==> config.mk <==
export PLATFORM = sky130hd
export DESIGN_NAME = cache_fill_fsm
export DESIGN_NICKNAME = d
export VERILOG_FILES = /design/src/rtl/cache_pkg.sv /design/src/rtl/cache_fill_counter.sv /design/src/rtl/cache_fill_fsm.sv
export SDC_FILE = /design/constraint.sdc
export NUM_CORES = 1
export LEC_CHECK = 0
export CORE_MARGIN = 2
export CORE_UTILIZATION = 40
export CTS_CLUSTER_SIZE = 40
export DETAILED_ROUTE_END_ITERATION = 10
export GPL_ROUTABILITY_DRIVEN = 0
export HOLD_SLACK_MARGIN = 0.12
export PLACE_DENSITY = 0.95
export SLEW_MARGIN = 20
export SYNTH_ARGS = -nofsm -noshare
export SYNTH_HDL_FRONTEND = slang
export SYNTH_HIERARCHICAL = 1
export SYNTH_SLANG_ARGS = --single-unit
==> constraint.sdc <==
create_clock -name clk -period 2.5 [get_ports clk]
set_input_delay 0.5 -clock clk [delete_from_list [all_inputs] [get_ports clk]]
set_output_delay 0.5 -clock clk [all_outputs]
set_load 0.03 [all_outputs]
==> src/rtl/cache_pkg.sv <==
// Shared types and default block geometry for the cache miss/fill path.
package cache_pkg;

    typedef enum logic {
        IDLE = 1'b0,
        FILL = 1'b1
    } fill_state_t;

    localparam int unsigned DEF_WORDS_PER_BLOCK = 8;
    localparam int unsigned BLOCK_BYTES         = 2 * DEF_WORDS_PER_BLOCK;
    localparam int unsigned OFFSET_BITS         = $clog2(BLOCK_BYTES);

    // Words are 2 bytes wide.
    function automatic int unsigned block_bytes(input int unsigned words);
        return 2 * words;
    endfunction

endpackage

==> src/rtl/cache_fill_counter.sv <==
// Synchronous up-counter with clear and enable; clear has priority.
module fill_counter #(
    parameter int unsigned WIDTH = 4
) (
    input  logic             clk,
    input  logic             clr,
    input  logic             en,
    output logic [WIDTH-1:0] count
);

    always_ff @(posedge clk) begin
        if (clr) begin
            count <= '0;
        end else if (en) begin
            count <= count + WIDTH'(1);
        end
    end

endmodule

==> src/rtl/cache_fill_fsm.sv <==
// Cache miss controller: stalls the pipeline, fetches a whole block word by word from main
// memory, streams each word into the data array and writes the tag with the last word.
module cache_fill_fsm
    import cache_pkg::*;
#(
    parameter int unsigned WORDS_PER_BLOCK = DEF_WORDS_PER_BLOCK,
    parameter int unsigned ADDR_W          = 16,
    parameter int unsigned DATA_W          = 16
) (
    input  logic              clk,
    input  logic              rst,
    input  logic              miss_detected,
    input  logic [ADDR_W-1:0] miss_address,
    output logic              fsm_busy,
    output logic              mem_en,
    output logic [ADDR_W-1:0] mem_address,
    input  logic              mem_data_valid,
    input  logic [DATA_W-1:0] mem_data,
    output logic              write_data_array,
    output logic              write_tag_array,
    output logic [ADDR_W-1:0] cache_word_address,
    output logic [DATA_W-1:0] cache_data
);

    localparam int unsigned       CNT_W       = $clog2(WORDS_PER_BLOCK) + 1;
    localparam logic [ADDR_W-1:0] OFFSET_MASK = ADDR_W'(block_bytes(WORDS_PER_BLOCK) - 1);
    localparam logic [CNT_W-1:0]  ALL_WORDS   = CNT_W'(WORDS_PER_BLOCK);
    localparam logic [CNT_W-1:0]  LAST_WORD   = CNT_W'(WORDS_PER_BLOCK - 1);

    fill_state_t       state_q, state_d;
    logic [ADDR_W-1:0] base_q, base_d;
    logic [CNT_W-1:0]  req_cnt, rcv_cnt;
    logic [ADDR_W-1:0] req_off, rcv_off;
    logic              start;

    assign start      = (state_q == IDLE) && miss_detected;
    assign req_off    = ADDR_W'(req_cnt) << 1;
    assign rcv_off    = ADDR_W'(rcv_cnt) << 1;
    assign cache_data = mem_data;

    // Both counters restart on reset and at the start of every fill.
    fill_counter #(
        .WIDTH (CNT_W)
    ) u_req_cnt (
        .clk   (clk),
        .clr   (rst | start),
        .en    (mem_en),
        .count (req_cnt)
    );

    fill_counter #(
        .WIDTH (CNT_W)
    ) u_rcv_cnt (
        .clk   (clk),
        .clr   (rst | start),
        .en    (write_data_array),
        .count (rcv_cnt)
    );

    always_ff @(posedge clk) begin
        if (rst) begin
            state_q <= IDLE;
            base_q  <= '0;
        end else begin
            state_q <= state_d;
            base_q  <= base_d;
        end
    end

    always_comb begin
        state_d            = state_q;
        base_d             = base_q;
        fsm_busy           = 1'b0;
        mem_en             = 1'b0;
        mem_address        = base_q;
        write_data_array   = 1'b0;
        write_tag_array    = 1'b0;
        cache_word_address = base_q;

        unique case (state_q)
            IDLE: begin
                fsm_busy = miss_detected;
                if (miss_detected) begin
                    base_d  = miss_address & ~OFFSET_MASK;
                    state_d = FILL;
                end
            end
            FILL: begin
                fsm_busy = 1'b1;
                if (req_cnt < ALL_WORDS) begin
                    mem_en      = 1'b1;
                    mem_address = base_q + req_off;
                end
                // Only returned words are counted, so latency and gaps do not matter.
                if (mem_data_valid) begin
                    write_data_array   = 1'b1;
                    cache_word_address = base_q + rcv_off;
                    if (rcv_cnt == LAST_WORD) begin
                        write_tag_array = 1'b1;
                        state_d         = IDLE;
                    end
                end
            end
        endcase
    end

endmodule
# Word level (Yosys, flattened, before mapping)
# Cells that the tools add are included.
dict set report totals {
  ff_bits 21
  latch_bits 0
  ramBits 0
  mem_bits_ro 0
  inputBits 36
  mem_count 0
}
dict set report op_classes {
  n_addsub 4
  n_mul 0
  div_mod_pow 0
  n_lt_le_gt_ge 1
  n_eq_ne 1
  shifts 0
  muxes 16
  bitwise 2
  reduce_logical 2
}
# operator n
set op_table {}
lappend op_table {{16-bit 2-to-1 mux} 4}
lappend op_table {{16-bit by 5-bit adder with 16-bit output} 2}
lappend op_table {{1-bit 2-to-1 mux} 10}
lappend op_table {{4-bit by 1-bit adder with 4-bit output, second input constant} 2}
lappend op_table {{4-bit by 3-bit equality test with 1-bit output, second input constant} 1}
lappend op_table {{4-bit less-than comparator, second input constant} 1}
lappend op_table {{1-bit case mux with 2 select lines} 2}
lappend op_table {{2-bit AND reduction} 1}
lappend op_table {{1-bit logical AND} 1}
lappend op_table {{1-bit inverter} 1}
lappend op_table {{1-bit OR} 1}

# Logic depth before layout (Yosys ltp)
# Gate-level depths: netlist of the first run.
dict set report logic_depth {
  word_depth 4
  mapped_depth 5
}

# Cells and area by module
# The synthesis of the first run kept the hierarchy.
# mod instances cells_per_inst area_per_inst_um2 seq_area_each_um2
set modules_own_cells {}
lappend modules_own_cells {cache_fill_fsm 1 143 1079.8 260.2}
lappend modules_own_cells {fill_counter 2 16 178.9 80.1}

# Worst setup path before layout of the first run
# OpenSTA, ideal clock, no wires.
dict set report synth_path {
  path_kind {input to output}
  startpoint {in mem_data_valid}
  endpoint {out cache_word_address[6]}
  arrival_time_ps 1655
  required_ps 2000
  setup_slack_ps 345
  path_stages 3
  path_cell_list {and2_1 nand3_1 xnor2_1}
}
dict set report synth_between {
  elab_chain_cells 2
}
# element line
set synth_lines {}
lappend synth_lines {{start, declared} cache_fill_fsm.sv:17} ;# input logic mem_data_valid,
lappend synth_lines {{16-bit 2-to-1 mux} cache_fill_fsm.sv:95} ;# if (mem_data_valid) begin
lappend synth_lines {{16-bit 2-to-1 mux} cache_fill_fsm.sv:80} ;# unique case (state_q)
lappend synth_lines {{end, declared} cache_fill_fsm.sv:21} ;# output logic [ADDR_W-1:0] cache_word_address,
# Every way passes these cells.

# Final worst setup path of the first run
dict set report layout_path {
  startpoint {in mem_data_valid}
  endpoint {out cache_word_address[2]}
}
# The elaborated chain is that of the path after synthesis.

==> key figures, run 1 <==
Critical path
  – CP bufs+invs: 3
  – Top cell by count, worst path: clkdlybuf4s50_1
  – Worst path max stage delay: 0.66 ns
  – Worst Path Arrival: 1.92 ns
  – Worst EP required: 2.00 ns
  – Reg-to-reg slack, setup: 1.08 ns
  – Cells along the critical path: clkdlybuf4s50_1, buf_4, and3_1, clkdlybuf4s50_1
  – CP Max Fanout: 5
  – Reg-to-reg endpoint: u_rcv_cnt/count[3]$_SDFFE_PP0P_
  – Worst setup path start: mem_data_valid
  – Reg2Reg Depth: 5
  – CP endpoint kind: output pin
  – Nature of the critical path startpoint: input pin
  – Total stage count of the critical path: 4
  – FF-to-FF Start: state_q$_SDFF_PP0_
  – Top delay family on crit path: buffers and inverters
  – WS Path Type: in2out
  – Critical path's slowest cell: clkdlybuf4s50_1

Clock network
  – Root Buffer: clkbuf_4
  – Clock insertion delay at the later pin of the skew report: 0.30 ns
  – Post-CTS setup buffer count: 0
  – Num Clock Sinks: 21
  – CTS tree: done
  – CTS Hold Bufs: 0
  – Clock transition at path regs: approximately 0.11 ns
  – H-tree Lvls: 1
  – Maximum clock path buffer count: 2
  – CTS Buf Count: 3

Logic synthesis
  – Area contributors post-synth: dfxtp_1, buf_4, nand2_1
  – Main synth FF type: dfxtp_1
  – Largest area contributor in the netlist: dfxtp_1
  – Async S/R FF share, synth: 0%
  – Register area share after synthesis: roughly 29%
  – Mapped Avg Cell Area: 8.215 sq um
  – Synth cell types: 31
  – Cell area after synthesis: 0.001438 sq mm
  – Synthesis-stage register bit count: 21
  – Warnings from Yosys: 6
  – Post-synth EDFFs: 0
  – Yosys top cell area share: 29.24%
  – Mapped Cells: 175

Pwr
  – Leakage Power: 0.9715 nW
  – Comb power frac: 29.5%
  – Net Sw Power: 238.4 uW
  – Flop pwr share: 48.7%
  – Clock power share: 21.8%
  – Pint: 507.2 uW
  – Worst IR Drop VDD: about 270 uV
  – Sw Share: 31.97%
  – Power Density: 382.0 mW/mm^2

Floorplanning
  – Initial Utilization: 42.41%
  – Die area: approximately 0.0041 sq mm
  – Die height: ~64 um
  – Die X: approximately 64 um
  – Row cnt: 21
  – IO Count: 88
  – Core area: 0.003390 sq mm

Final layout
  – Most frequent cells in the layout: nand2_1, buf_4, clkdlybuf4s50_1
  – Most common cell after layout, fill and taps aside: nand2_1
  – Fillers: between 300 and 400
  – Share of cells above drive strength 1: approximately 22%
  – Area grow syn2layout: 35.77%
  – Nets@finish: 257
  – Fin util: 57.59%
  – Footprint of the multi-input gates: approximately 870 sq um
  – Antenna diode count: 0
  – Sequential Area: roughly 420 sq um

Timing
  – Endpoints failing setup: 0
  – RSZ-0062 raised after global routing: no
  – Final period util: 96.87%
  – Max Slew Vio Count: 0
  – Hold WS: about 0.5 ns
  – Worst Skew: roughly 0.00084 ns
  – Fmax: 412.9 MHz
  – Setup_tns: 0 ns
  – Final hold vios: 0
  – Minimum clock period: 2.422 ns

Hold path
  – Hold crit path type: reg2reg
  – Min-delay src: base_q[15]$_SDFFE_PP0P_
  – Hold Path End: base_q[15]$_SDFFE_PP0P_
  – Hold Path Depth: 2

Global route
  – Largest net degree at the start of global routing: 14
  – Gr ovfl total: 0
  – Initial antenna violation count: 0
  – Total track usage: about 16%
  – Global-route wire length before repair: 5437 um
  – Vias in the first global route: between 1,000 and 1,500

Place
  – Post-DP HPWL: 2557 um
  – Port bufs: 49

Routing
  – Number of iterations in the first detailed-routing pass: 4
  – Post-Route M1 WL: about 1400 um
  – Vias per cell: 4.874
  – Remaining antenna violation count after routing: 0
  – DR WL met3: between 200 and 250 um
  – Met2 wire length: 1649 um
  – Drc violations: 0
  – Top layer in use: met4
  – WL final: 3272 um
  – Vias: 1,272
  – Wire length per cell: 12.54 um
  – Initial DRC count: 57

Run
  – Max_cap viols: 0

Outcome
  – Status: finished, final reports clean
-- logic make-up after synthesis --
kind of cell,count (synthesis),share of synthesized area (%)
xor+xnor,18,10.97
flops,21,29.24
compound gates,16,6.267
buf+inv,31,12.97
simple gates,77,30.90
mux,6,5.048
other cells,1,0.2608
fa+ha+maj,5,4.352
-- worst register-to-register path: stages (launching register included) --
cell,delay (ns)
dfxtp_1,0.44
buf_4,0.19
and2_1,0.15
buf_4,0.16
nand4_2,0.09
mux2_4,0.30
-- worst max-delay path by stage --
| stage | to | slack [ns] |
|---|---|---|
| detailed placement | cache_word_address[14] | -0.03 |
| CTS | cache_word_address[15] | 0.03 |
| global placement | cache_word_address[4] | -0.02 |
| finish | cache_word_address[2] | 0.08 |
| global route | cache_word_address[2] | 0.02 |
| floorplan | cache_word_address[6] | 0.34 |
-- power groups by stage --
stage          clock, mW  combinational (mW)  sequential, mW
6_report           0.162               0.220           0.363
5_1_grt            0.181               0.236           0.366
4_1_cts            0.168               0.220           0.364
3_5_place_dp           0               0.223           0.371
3_3_place_gp           0               0.220           0.370
2_1_floorplan          0               0.169           0.374
-- flip-flops by register name, summed over array words and instances, names as in the netlist --
signal / cells
base_q: 12
state_q: 1
u_rcv_cnt/count: 4
u_req_cnt/count: 4
-- what timing repair did --
item                                    CTS  global route
endpoints found under the setup margin    7             8
gates resized for setup                   7            10
cloned                                    0             0
-- cell usage after synthesis, types with 3 or more instances --
library cell,n
nand2_1,29
nand3_1,3
inv_1,3
a21oi_1,14
nor2b_1,3
and3_1,5
clkbuf_1,8
dfxtp_1,21
ha_1,5
nor3_1,4
xor2_1,7
nand4_1,4
nor4_2,3
nor2_1,9
and2_1,5
buf_4,18
xnor2_1,11
-- per-stage QoR --
step	cells	power (mW)	worst slack (ns)	cell area, sq um
6_report	261	0.7456	0.07823	1952
5_1_grt	261	0.7832	0.01664	1952
4_1_cts	261	0.7518	0.02662	1911
3_5_place_dp	257	0.5944	-0.02919	1887
3_3_place_gp	257	0.5897	-0.02162	1887
2_1_floorplan	176	0.5427	0.3446	1441
-- layout make-up --
cell class                      instances  area share [%]
Clock buffer                            4           1.346
Inverter                                3          0.5769
Multi-Input combinational cell        124           44.36
Sequential cell                        21           21.54
Tap cell                               46           2.949
Timing Repair Buffer                   63           29.23
-- layer usage --
layer / up-vias / global-route usage [%]
li1: 643 / -
met5: - / 0
met4: 0 / 6.793
met1: 579 / 18.22
met3: 6 / 4.225
met2: 44 / 29.43
Note: power is estimated with default switching activity, not from simulation.
==> run 2, diff against run 1 <==
--- a/config.mk
+++ b/config.mk
@@ -6,12 +6,12 @@
 export NUM_CORES = 1
 export LEC_CHECK = 0
 export CORE_MARGIN = 2
-export CORE_UTILIZATION = 40
+export CORE_UTILIZATION = 34
 export CTS_CLUSTER_SIZE = 40
 export DETAILED_ROUTE_END_ITERATION = 10
 export GPL_ROUTABILITY_DRIVEN = 0
 export HOLD_SLACK_MARGIN = 0.12
-export PLACE_DENSITY = 0.95
+export PLACE_DENSITY = 0.88
 export SLEW_MARGIN = 20
 export SYNTH_ARGS = -nofsm -noshare
 export SYNTH_HDL_FRONTEND = slang
==> constraint.sdc (replaced) <==
create_clock -name clk -period 2 [get_ports clk]
set_input_delay 0.4 -clock clk [delete_from_list [all_inputs] [get_ports clk]]
set_output_delay 0.4 -clock clk [all_outputs]
set_load 0.03 [all_outputs]
==> run 2 against run 1 <==
Net effect:
- die area rose by 17%
- critical path depth rose by 1
- clock power rose by 72%
- largest power group unchanged
- highest routed layer unchanged
- flip-flop and latch count did not move
- non-clock buffer count rose by 10
- critical path type is now reg2out
- sequential power rose by 27%
- via count rose by 4.4%
==> key figures, run 2 (synthesized netlist as in run 1, its figures left out) <==
Critical path
  – Top delay family on crit path: simple AND/OR/NAND/NOR gates
  – Worst EP required: 1.60 ns (-0.40 ns)
  – WS Path Type: reg2out
  – Critical path's slowest cell: dfxtp_2
  – CP bufs+invs: 2 (-1)
  – CP Max Fanout: 8 (+3)
  – Worst Path Arrival: 1.57 ns (-0.35 ns)
  – Cells along the critical path: buf_6, nand3_4, nor4_4, xor2_1, buf_4
  – Worst path max stage delay: 0.34 ns (-0.32 ns)
  – CP endpoint kind: output pin
  – Nature of the critical path startpoint: register

Final layout
  – Area grow syn2layout: 49.26%
  – Fin util: 53.26% (-4.3 points)
  – Most common cell after layout, fill and taps aside: buf_4
  – Regs by FF count: base_q (12), u_rcv_cnt/count (4), u_req_cnt/count (4)
  – Antenna diode count: 0 (unchanged)
  – Most frequent cells in the layout: buf_4, nand2_1, clkdlybuf4s50_1
  – Non-Filler Instances: 275 (+5.4%)
  – Biggest register: base_q
  – Share of cells above drive strength 1: 39.11% (+17 points)
  – Nets@finish: 267 (+3.9%)
  – Post-route cell area: 0.002146 sq mm (+9.9%)
  – Largest register FFs: 12 (unchanged)

Place
  – Post-DP HPWL: 2604 um (+1.8%)
  – Area after DPL: 0.001877 sq mm (-0.53%)
  – Dpl cells: 262 (+1.9%)
  – Port bufs: 49 (unchanged)

Outcome
  – Status: finished, final reports clean

Timing
  – Max Slew Vio Count: 0 (unchanged)
  – Final period util: 98.75%
  – Fmax: 506.3 MHz
  – Setup_tns: 0 ns (unchanged)
  – Final hold vios: 0 (unchanged)
  – Worst Skew: 0.001404 ns (+0.0005644 ns)
  – Hold WS: 0.4907 ns (-0.006544 ns)
  – Minimum clock period: between 1.5 and 2 ns
  – Endpoints failing setup: 0 (unchanged)
  – RSZ-0062 raised after global routing: yes

Run
  – Max_cap viols: 0 (unchanged)

Floorplanning
  – Die X: 69.03 um (+7.9%)
  – Core area: 0.004029 sq mm (+19%)
  – Die height: 69.03 um (+7.9%)
  – IO Count: 88 (unchanged)
  – Die area: 0.004764 sq mm (+17%)
  – Initial Utilization: 35.68% (-6.7 points)
  – Row cnt: 23 (+9.5%)

Clock network
  – Clock transition at path regs: 0.08 ns (-0.03 ns)
  – H-tree Lvls: 1 (unchanged)
  – Num Clock Sinks: 21 (unchanged)
  – Maximum clock path buffer count: 2 (unchanged)
  – Clock insertion delay at the later pin of the skew report: 0.26 ns (-0.04 ns)
  – CTS Hold Bufs: 0 (unchanged)
  – Root Buffer: clkbuf_8
  – CTS Buf Count: 3 (unchanged)
  – CTS tree: done

Routing
  – Vias: 1,328 (+4.4%)
  – Initial DRC count: 57 (unchanged)
  – Remaining antenna violation count after routing: 0 (unchanged)
  – Wire length per cell: 13.55 um (+8.1%)
  – Drc violations: 0 (unchanged)
  – WL final: 3727 um (+14%)
  – Number of iterations in the first detailed-routing pass: 4 (unchanged)
  – Vias per cell: 4.829 (-0.91%)

Pwr
  – Power Density: 479.8 mW/mm^2 (+26%)
  – Leakage Power: 0.9899 nW (+1.9%)
  – Worst IR Drop VDD: 197.9 uV (-26%)

Global route
  – Vias in the first global route: 1,257 (+0.40%)
  – Largest net degree at the start of global routing: 14 (unchanged)
  – Gr ovfl total: 0 (unchanged)
  – Global-route wire length before repair: 5678 um (+4.4%)
  – Initial antenna violation count: 0 (unchanged)
  – Total track usage: 14.32% (-2.1 points)

Hold path
  – Hold crit path type: reg2reg
-- run 2: path summary, 6_finish.rpt --
path / from / end / slack, ns / depth (start not counted)
max: base_q[5]$_SDFFE_PP0P_ / cache_word_address[15] / 0.03 / 5
min: base_q[15]$_SDFFE_PP0P_ / base_q[15]$_SDFFE_PP0P_ / 0.49 / 2
max reg2reg: state_q$_SDFF_PP0_ / u_rcv_cnt/count[3]$_SDFFE_PP0P_ / 0.31 / 7
min reg2reg: base_q[15]$_SDFFE_PP0P_ / base_q[15]$_SDFFE_PP0P_ / 0.49 / 2
-- run 2: layout make-up --
type / count / area, sq um
repair buffers: 73 / 618.1
well taps: 50 / 62.56
fillers: 367 / 1883
flip-flops and latches: 21 / 444.2
multi-input cells: 124 / 963.4
inverters: 3 / 11.26
clock inverters: 1 / 5.005
clock buffers: 3 / 41.29
-- run 2: report_power, final --
part           internal [mW]  leakage, nW  switching [mW]  total (mW)
Clock                  0.139       0.0255           0.139       0.278
Combinational          0.132        0.788           0.159       0.292
Sequential             0.434        0.177          0.0259       0.460
Total                  0.705        0.990           0.325        1.03
-- run 2: through the flow --
stage	power (mW)	setup WS (ns)
detailed placement	0.7399	-0.3442
finish	1.029	0.02506
CTS	1.020	-0.03142
global placement	0.7356	-0.3302
floorplan	0.6794	0.002213
global route	1.076	-0.03908
-- run 2: routing by layer --
layer | up-vias | track usage, % | wire, um
li1 | 664 | - | -
met1 | 610 | 18.29 | 1586
met2 | 45 | 23.82 | 1880
met3 | 9 | 2.339 | 200
met4 | 0 | 5.882 | 60
met5 | - | 0 | 0
-- run 2: timing repair --
action                     4_1_cts  5_1_grt
pin swaps                        6        9
setup endpoints to repair       16       11
gates resized for setup         29       21
buffers inserted                 1        8
-- run 2: tightest hold or removal path, delay by kind of cell, from the launching register on --
| family | cells | cell delay (ns) |
|---|---|---|
| AO/OA/AOI/OAI | 1 | 0.05 |
| AND/OR/NAND/NOR | 1 | 0.06 |
| flip-flops | 1 | 0.34 |
==> run 3, diff against run 2 <==
--- a/config.mk
+++ b/config.mk
@@ -6,12 +6,12 @@
 export NUM_CORES = 1
 export LEC_CHECK = 0
 export CORE_MARGIN = 2
-export CORE_UTILIZATION = 34
+export CORE_UTILIZATION = 30
 export CTS_CLUSTER_SIZE = 40
 export DETAILED_ROUTE_END_ITERATION = 10
 export GPL_ROUTABILITY_DRIVEN = 0
 export HOLD_SLACK_MARGIN = 0.12
-export PLACE_DENSITY = 0.88
+export PLACE_DENSITY = 0.8
 export SLEW_MARGIN = 20
 export SYNTH_ARGS = -nofsm -noshare
 export SYNTH_HDL_FRONTEND = slang
==> run 3 against run 2 <==
Net effect:
- cell count increased by 1.1%
- sequential share of layout area decreased by 0.25 points
- design area decreased by 0.76%
- global-route usage decreased by 1.5 points
- worst hold slack got worse by 0.0034 ns
- flip-flop and latch count unchanged
- die area increased by 13%
- largest cell class unchanged
- non-clock buffer count decreased by 1
- combinational power decreased by 3%
- total power decreased by 1.3%
- sequential power about the same
- largest power group unchanged
==> key figures, run 3 (synthesized netlist as in run 1, its figures left out) <==
Outcome
  – Status: finished, final reports clean

Pwr
  – Leakage Power: 0.9930 nW (+0.31%)
  – Final Power: 1.016 mW (-1.3%)
  – Worst IR Drop VDD: 202.7 uV (+2.4%)
  – Power Density: 477.0 mW/mm^2 (-0.57%)

Critical path
  – Reg-to-reg slack, setup: 0.59 ns (+0.28 ns)
  – Cells along the critical path: buf_6, ha_4, nand3_4, nor4b_4, xor2_1, buf_4
  – Nature of the critical path startpoint: register
  – WS Path Type: reg2out
  – Worst path max stage delay: 0.34 ns (about the same)
  – Reg-to-reg endpoint: u_req_cnt/count[3]$_SDFFE_PP0P_
  – CP bufs+invs: 2 (unchanged)
  – Worst Path Arrival: 1.59 ns (+0.02 ns)
  – Worst EP required: 1.60 ns (about the same)
  – CP endpoint kind: output pin
  – CP Max Fanout: 5 (-3)
  – FF-to-FF Start: state_q$_SDFF_PP0_
  – Critical path's slowest cell: dfxtp_2
  – Top delay family on crit path: simple AND/OR/NAND/NOR gates
  – Reg2Reg Depth: 5 (-2)

Timing
  – Setup_tns: 0 ns (unchanged)
  – Max Slew Vio Count: 0 (unchanged)
  – Hold WS: 0.4872 ns (-0.003429 ns)
  – Final period util: 99.40% (+0.65 points)
  – Endpoints failing setup: 0 (unchanged)
  – Final hold vios: 0 (unchanged)
  – Fmax: 503.0 MHz (-0.66%)
  – Worst Skew: 0.004825 ns (+0.003421 ns)
  – RSZ-0062 raised after global routing: yes
  – Minimum clock period: 1.988 ns (+0.01302 ns)

Global route
  – Total track usage: 12.81% (-1.5 points)
  – Global-route wire length before repair: 5292 um (-6.8%)
  – Initial antenna violation count: 0 (unchanged)
  – Gr ovfl total: 0 (unchanged)
  – Largest net degree at the start of global routing: 14 (unchanged)
  – Vias in the first global route: 1,134 (-9.8%)

Clock network
  – Maximum clock path buffer count: 2 (unchanged)
  – CTS tree: done
  – H-tree Lvls: 1 (unchanged)
  – Clock insertion delay at the later pin of the skew report: 0.26 ns (about the same)
  – Clock transition at path regs: 0.07 ns (about the same)
  – Num Clock Sinks: 21 (unchanged)
  – CTS Buf Count: 3 (unchanged)
  – Root Buffer: clkbuf_8

Place
  – Post-DP HPWL: 2584 um (-0.74%)
  – Dpl cells: 265 (+1.1%)
  – Port bufs: 49 (unchanged)

Routing
  – Remaining antenna violation count after routing: 0 (unchanged)
  – Wire length per cell: 12.76 um (-5.9%)
  – WL final: 3547 um (-4.8%)
  – Vias per cell: 4.741 (-1.8%)
  – Drc violations: 0 (unchanged)
  – Number of iterations in the first detailed-routing pass: 2 (-2)
  – Initial DRC count: 38 (-33%)
  – Vias: 1,318 (-0.75%)

Final layout
  – Share of cells above drive strength 1: 39.29% (+0.17 points)
  – Antenna diode count: 0 (unchanged)
  – Area grow syn2layout: 48.13%
  – Most common cell after layout, fill and taps aside: buf_4
  – Non-Filler Instances: 278 (+1.1%)
  – Biggest register: base_q
  – Nets@finish: 266 (-0.37%)
  – Regs by FF count: base_q (12), u_rcv_cnt/count (4), u_req_cnt/count (4)
  – Largest register FFs: 12 (unchanged)
  – Most frequent cells in the layout: buf_4, nand2_1, clkdlybuf4s50_1

Floorplanning
  – Die area: 0.005362 sq mm (+13%)
  – Core area: 0.004661 sq mm (+16%)
  – Die X: 73.23 um (+6.1%)
  – Row cnt: 25 (+8.7%)
  – Die height: 73.23 um (+6.1%)
  – Initial Utilization: 30.85% (-4.8 points)
  – IO Count: 88 (unchanged)

Run
  – Max_cap viols: 0 (unchanged)

Hold path
  – Hold Path End: base_q[15]$_SDFFE_PP0P_
  – Hold Path Depth: 2 (unchanged)
  – Hold crit path type: reg2reg
  – Min-delay src: base_q[15]$_SDFFE_PP0P_
run 3: per-layer routing:
layer	wire (um)	vias to the layer above	track usage, %
met2	1835	33	22.72
met4	34	0	4.115
met5	0	-	0
met3	199	6	2.624
li1	-	658	-
met1	1478	621	15.32
run 3: worst max-delay path by stage:
stage               slack (ns)                     end                   start  depth (start not counted)
floorplan                0.002          mem_address[6]      state_q$_SDFF_PP0_                          4
global placement         -0.32   cache_word_address[4]          mem_data_valid                          4
detailed placement       -0.34   cache_word_address[4]          mem_data_valid                          4
CTS                      -0.05  cache_word_address[14]  base_q[4]$_SDFFE_PP0P_                          6
global route             -0.06  cache_word_address[14]  base_q[4]$_SDFFE_PP0P_                          6
finish                    0.01  cache_word_address[14]  base_q[4]$_SDFFE_PP0P_                          6
run 3: layout make-up:
class                      instances  area, sq um
fill                             442         2531
multi-input combinational        124        959.7
timing repair buffer              72        609.3
sequential                        21        435.4
tap                               54        67.56
clock buffer                       3        41.29
inverter                           3        11.26
clock inverter                     1        5.005
run 3: worst reg2reg max path, stage by stage (launching register included):
cell	delay [ns]
dfxtp_4	0.37
buf_4	0.13
nand2b_1	0.15
nand2b_1	0.31
nor2b_1	0.09
mux2_4	0.26
run 3: stage by stage:
| step | utilization [%] | setup slack, ns | instance area [sq um] |
|---|---|---|---|
| CTS | 43.73 | -0.05400 | 2038 |
| global placement | 40.16 | -0.3248 | 1872 |
| finish | 45.69 | 0.01203 | 2130 |
| floorplan | - | 0.002213 | 1449 |
| global route | 45.69 | -0.06331 | 2130 |
| detailed placement | 40.16 | -0.3414 | 1872 |
run 3: repair_timing:
item | CTS | global route
setup buffers | 3 | 6
pin swaps | 8 | 7
resized for setup | 31 | 14
hold buffers | 0 | 0
setup endpoints to repair | 16 | 15
hold endpoints to repair | 0 | 0
run 3: power by group:
part | internal, mW | switching, mW | total [mW]
clock | 0.139 | 0.134 | 0.272
combinational | 0.127 | 0.155 | 0.282
sequential | 0.436 | 0.0250 | 0.461
total | 0.702 | 0.314 | 1.02
